==> config.mk <==
export PLATFORM = sky130hd
export DESIGN_NAME = fetch_mem_pf
export DESIGN_NICKNAME = d
export VERILOG_FILES = /design/src/rtl/fetch_mem_pf.sv
export SDC_FILE = /design/constraint.sdc
export NUM_CORES = 1
export LEC_CHECK = 0
export BUFFER_PORTS_ARGS = -buffer_cell sky130_fd_sc_hd__clkbuf_2
export CELL_PAD_IN_SITES_DETAIL_PLACEMENT = 2
export CELL_PAD_IN_SITES_GLOBAL_PLACEMENT = 2
export CORE_ASPECT_RATIO = 0.6
export CORE_MARGIN = 1.5
export CORE_UTILIZATION = 40
export CTS_CLUSTER_DIAMETER = 30
export DETAILED_ROUTE_END_ITERATION = 7
export HOLD_SLACK_MARGIN = 0.06
export PLACE_DENSITY_LB_ADDON = 0.1
export SETUP_SLACK_MARGIN = 0.2
export SLEW_MARGIN = 10
export SYNTH_ARGS = -nofsm -noshare
export SYNTH_HDL_FRONTEND = slang
export SYNTH_SLANG_ARGS = --single-unit
==> constraint.sdc <==
create_clock -name clk_fetch -period 7.38 [get_ports clk_fetch]
set_input_delay 0.369 -clock clk_fetch [delete_from_list [all_inputs] [get_ports clk_fetch]]
set_output_delay 0.369 -clock clk_fetch [all_outputs]
set_load 0.005 [all_outputs]
==> src/rtl/fetch_mem_pf.sv <==
// fetch_mem_pf: loadable instruction store with WAIT_CYCLES access latency and a sequential prefetch buffer
module fetch_mem_pf #(
  parameter int DATA_W      = 8,
  parameter int DEPTH       = 64,
  parameter int ADDR_W      = 6,
  parameter int WAIT_CYCLES = 2,
  parameter int PF_DEPTH    = 4
) (
  input  logic              clk_fetch,
  input  logic              reset_mem_fetch_n,
  input  logic [31:0]       pc_m,
  input  logic              fetch,
  input  logic              load_en,
  input  logic [ADDR_W-1:0] load_addr,
  input  logic [DATA_W-1:0] load_data,
  output logic [DATA_W-1:0] out_mbr,
  output logic              mbr_valid,
  output logic              busy,
  output logic              addr_err,
  output logic [31:0]       debug_pc
);
  localparam int PW = $clog2(PF_DEPTH);
  localparam int CW = WAIT_CYCLES > 1 ? $clog2(WAIT_CYCLES) : 1;
  localparam logic [ADDR_W:0] DEPTH_P = (ADDR_W+1)'(DEPTH);
  localparam logic [PW:0] PF = (PW+1)'(PF_DEPTH);
  typedef enum logic [1:0] {IDLE, MISS, PREF} state_t;
  state_t state, state_n;
  logic [DATA_W-1:0] mem [DEPTH];
  logic [ADDR_W-1:0] buf_a [PF_DEPTH];
  logic [DATA_W-1:0] buf_d [PF_DEPTH];
  logic [PW-1:0] head, tail;
  logic [PW:0] occ, occ_n;
  logic [CW-1:0] cnt, cnt_n;
  logic [ADDR_W:0] pf_addr, pf_addr_n;
  logic [ADDR_W-1:0] miss_addr;
  logic load_ok, take, range_err, hit, miss, done, deliver, flush, push;
  assign debug_pc  = pc_m;
  assign busy      = state == MISS;
  assign load_ok   = load_en && ({1'b0, load_addr} < DEPTH_P);
  assign take      = fetch && !busy;
  assign range_err = take && pc_m >= 32'(DEPTH);
  assign hit       = take && !range_err && !load_ok && occ != '0 && pc_m == 32'(buf_a[head]);
  assign miss      = take && !range_err && !hit;
  assign done      = cnt == CW'(WAIT_CYCLES - 1);
  assign deliver   = busy && done && !load_ok;
  assign flush     = load_ok || range_err || miss;
  assign push      = state == PREF && done && !flush;
  assign occ_n     = flush ? '0 : occ + (PW+1)'(push) - (PW+1)'(hit);
  // a load while a demand read is pending restarts it so the returned byte is post-write
  always_comb begin
    state_n   = state;
    cnt_n     = cnt + CW'(1);
    pf_addr_n = pf_addr;
    if (miss) begin
      state_n = MISS;
      cnt_n   = '0;
    end else if (range_err || load_ok) begin
      state_n = busy ? MISS : IDLE;
      cnt_n   = '0;
    end else if (state == MISS) begin
      if (done) begin
        pf_addr_n = {1'b0, miss_addr} + (ADDR_W+1)'(1);
        state_n   = pf_addr_n < DEPTH_P ? PREF : IDLE;
        cnt_n     = '0;
      end
    end else if (state == PREF) begin
      if (done) begin
        pf_addr_n = pf_addr + (ADDR_W+1)'(1);
        state_n   = (occ_n == PF || pf_addr_n == DEPTH_P) ? IDLE : PREF;
        cnt_n     = '0;
      end
    end else begin
      cnt_n   = '0;
      state_n = (occ_n < PF && pf_addr < DEPTH_P) ? PREF : IDLE;
    end
  end
  // pf_addr parks at DEPTH out of reset so nothing is prefetched before the first miss
  always_ff @(posedge clk_fetch or negedge reset_mem_fetch_n) begin
    if (!reset_mem_fetch_n) begin
      state     <= IDLE;
      cnt       <= '0;
      pf_addr   <= DEPTH_P;
      miss_addr <= '0;
      head      <= '0;
      tail      <= '0;
      occ       <= '0;
      out_mbr   <= '0;
      mbr_valid <= 1'b0;
      addr_err  <= 1'b0;
    end else begin
      state     <= state_n;
      cnt       <= cnt_n;
      pf_addr   <= pf_addr_n;
      occ       <= occ_n;
      mbr_valid <= hit || deliver;
      addr_err  <= range_err;
      head      <= flush ? '0 : head + PW'(hit);
      tail      <= flush ? '0 : tail + PW'(push);
      if (miss) miss_addr <= pc_m[ADDR_W-1:0];
      if (range_err) out_mbr <= '0;
      else if (hit) out_mbr <= buf_d[head];
      else if (deliver) out_mbr <= mem[miss_addr];
    end
  end
  always_ff @(posedge clk_fetch) begin
    if (load_ok) mem[load_addr] <= load_data;
    if (push) begin
      buf_a[tail] <= pf_addr[ADDR_W-1:0];
      buf_d[tail] <= mem[pf_addr[ADDR_W-1:0]];
    end
  end
endmodule

==> results.ini <==
[floorplanning]
rows = 74
die_y_um = 207
start_util_pct = 40.7
dieArea_um2 = 71300
core_region_area_um2 = 68500
ioPinCount = 93
die_w_um = 344

[route]
wl_met2_mm = 40.6
via_per_inst = 6.15
top_layer_used = met5
vias = 15600
routedWlPerCell_um = 35.9
drt-met1-wl_mm = 39.9
drt_iter0_markers = 1683
dr_wl_met3_mm = 8.10
drc = 0
first_pass_iters = 5
routed_wl_mm = 90.7
antenna_left = 0

[final_layout]
nets = 1577
drive_above_1_share_pct = 43.3
fin_cells = 2529
multi_input_area_um2 = 9350
syn2layout_area_growth_pct = 19.2
fillCellCount = 6024
register_area_um2 = 17900

[placed_design]
placedCellCount = 2307
dp_slack_ps = 2120
gp_congestion = 0.769
place_hpwl_mm = 57.5
io_buffers = 92

[clocking]
cts_resized = 0
cts_root_buf = clkbuf_16
htreeDepth = 3
clk_pin_slew_ps = 50
clock-sinks = 601
cts_tree = yes
cts_setup_buffers = 0
cts_inserted_buffers = 113
cts_max_path_buffers = 3
clk_latency_ps = 660

[setup_path]
start_kind = flop
critPathBufInv = 3
crit_chain = buf_4 > mux4_2 > xnor2_1 > nand4_1 > a2111o_1 > nor2_1 > ha_1 > inv_1 > ha_1 > inv_1 > fa_1 > xor2_1 > xnor2_1 > o21ai_0 > a21oi_1 > o221a_2 > a221o_1
ff2ff_path_depth = 17
endpoint_kind = flop
cp.required_ps = 7910
r2r_slack_ps = 2100
r2r-start = head[0]$_DFF_PN0_
cp_max_fo = 14
critPathKind = flop to flop
cp.arrival_ps = 5810
path_delay_family = compound AO/OA/AOI/OAI gates
worst_path_max_delay_cell = nor2_1
critical-path-max-stage-delay_ps = 720
r2r-end = state[1]$_DFFE_PN0P_

[global_routing]
grt_pass1_vias = 16900
gr-total-overflow = 0
track_usage_pct = 26.0
grt_pass1_wl_mm = 129
grt_max_degree = 69
antenna_found_initial = 7

[power]
p_comb_share_pct = 4.1
swShare_pct = 22.5
pwr_density_cell_nw_per_um2 = 277
p_clk_share_pct = 54.6
p_sw_w = 0.00208
power.internal_w = 0.00714
share_seq_of_total_power_pct = 41.3
ir_worst_vdd_uv = 189
leakagePower_nw = 10.5

[yosys]
synthArstFlopShare_pct = 5.49
synth-edff-count = 568
ys_types = 47
syn_nets = 1425
synth_top_area_share_pct = 61.2
yosysMostFrequentCell = edfxtp_1
ys_warn_count = 0
syn-cell-area_um2 = 27900
synth_area_leaders = edfxtp_1 61%, mux4_2 27%, dfrtp_1 2.9%
synth_seq_cells = 601
postSynthCellCount = 1366
avgSynthCellArea_um2 = 20.4
yosys-top-cells-count = 568 x edfxtp_1, 340 x mux4_2, 83 x nor2_1
synth_area_leader_cell = edfxtp_1
synth_flop_cell = edfxtp_1
ys_seq_area_share_pct = 64.1

[hold_path]
hold_path_startpoint = load_en
holdPathStages = 2
min_path_type = input pin to flop
min_to = cnt$_DFF_PN0_

[sta]
tightestPinTransition_ps = 1310
fin_setup_tns_ps = 0
grt_setup_unrepaired = no
fin_skew_ps = 27.2
report.final.slew_viol_count = 0
timing.fmax_ghz = 0.189
whs_ps = 152
fin_crit_ps = 5280
fin_ws_ps = 2100
finalCritPeriodShare_pct = 71.5
hold_viol = 0
setup_viol = 0
slew-limit-headroom_pct = 12.4

[run_status]
outcome = finished clean

[job]
drv_cap = 0

[sequential cells by signal, summed over array words and instances (netlist names)]
signal / count
addr_err: 1
buf_a: 24
buf_d: 32
cnt: 1
head: 2
mbr_valid: 1
mem: 512
miss_addr: 6
occ: 3
out_mbr: 8
pf_addr: 7
state: 2
tail: 2
[worst max-delay path by stage]
stage                            from              endpoint  slack, ps  cells past startpoint
floorplan           head[0]$_DFF_PN0_  state[1]$_DFFE_PN0P_       3190                     18
global placement    head[0]$_DFF_PN0_  state[1]$_DFFE_PN0P_       2310                     17
detailed placement  head[0]$_DFF_PN0_  state[1]$_DFFE_PN0P_       2120                     17
CTS                 head[0]$_DFF_PN0_  state[1]$_DFFE_PN0P_       2050                     17
global route        head[0]$_DFF_PN0_  state[1]$_DFFE_PN0P_       1720                     17
finish              head[0]$_DFF_PN0_  state[1]$_DFFE_PN0P_       2100                     17
[metrics by stage]
stage / util, % / instance area (µm²) / power (W)
finish: 48.5 / 33200 / 0.00922
global route: 48.5 / 33200 / 0.00946
CTS: 48.5 / 33200 / 0.00929
detailed placement: 43.0 / 29400 / 0.00425
global placement: 43.0 / 29400 / 0.00423
floorplan: - / 27900 / 0.00406
[cell usage in the layout, fill, tap and decap left out, types with 7 or more instances in the layout]
| master | instances |
|---|---|
| nor2_1 | 80 |
| bufinv_16 | 10 |
| edfxtp_1 | 568 |
| clkinvlp_4 | 12 |
| clkinv_2 | 20 |
| inv_1 | 16 |
| xnor2_1 | 10 |
| clkbuf_1 | 16 |
| nand2_1 | 24 |
| a21oi_1 | 22 |
| nand3_1 | 9 |
| nand2b_1 | 8 |
| ha_1 | 8 |
| nor2b_1 | 9 |
| inv_6 | 11 |
| clkinv_4 | 7 |
| buf_4 | 58 |
| clkinv_1 | 14 |
| clkbuf_16 | 115 |
| dlygate4sd3_1 | 8 |
| clkbuf_2 | 92 |
| mux4_2 | 340 |
| o21ai_0 | 12 |
| a22oi_1 | 17 |
| nor4_1 | 10 |
| dfrtp_1 | 24 |
[what timing repair did]
action / 4_1_cts / 5_1_grt
endpoints found under the hold margin: 39 / 0
endpoints found under the setup margin: 0 / 0
hold buffers: 8 / 0
[power groups by stage]
| stage | logic (W) | registers, W | clock network [W] |
|---|---|---|---|
| after global placement | 0.000365 | 0.00387 | 0 |
| after floorplan | 0.000217 | 0.00384 | 0 |
| after global routing | 0.000400 | 0.00381 | 0.00525 |
| after detailed placement | 0.000374 | 0.00387 | 0 |
| after CTS | 0.000380 | 0.00381 | 0.00510 |
| final | 0.000378 | 0.00381 | 0.00504 |
[per-layer routing]
layer | GRT usage, % | vias to the layer above
met4 | 7.18 | 2
met3 | 7.62 | 136
met5 | 2.02 | -
met2 | 37.8 | 699
met1 | 38.2 | 8501
li1 | - | 6212
[layout make-up]
class                   instances  share of cell area, %
inverters                      16                  0.181
clock inverters                77                   2.24
clock buffers                 133                   8.92
diodes                          4                 0.0301
well taps                     912                   3.43
multi-input cells             624                   28.1
repair buffers                162                   3.18
flip-flops and latches        601                   53.9
[cell families after synthesis]
kind of cell | synth area share [%]
flip-flops | 64.1
multiplexers | 27.9
AND/OR/NAND/NOR | 2.95
buffers and inverters | 2.41
AO/OA/AOI/OAI | 1.72
XOR/XNOR | 0.440
adder cells (fa/ha/maj) | 0.431
(Power assumes the default switching activity.)
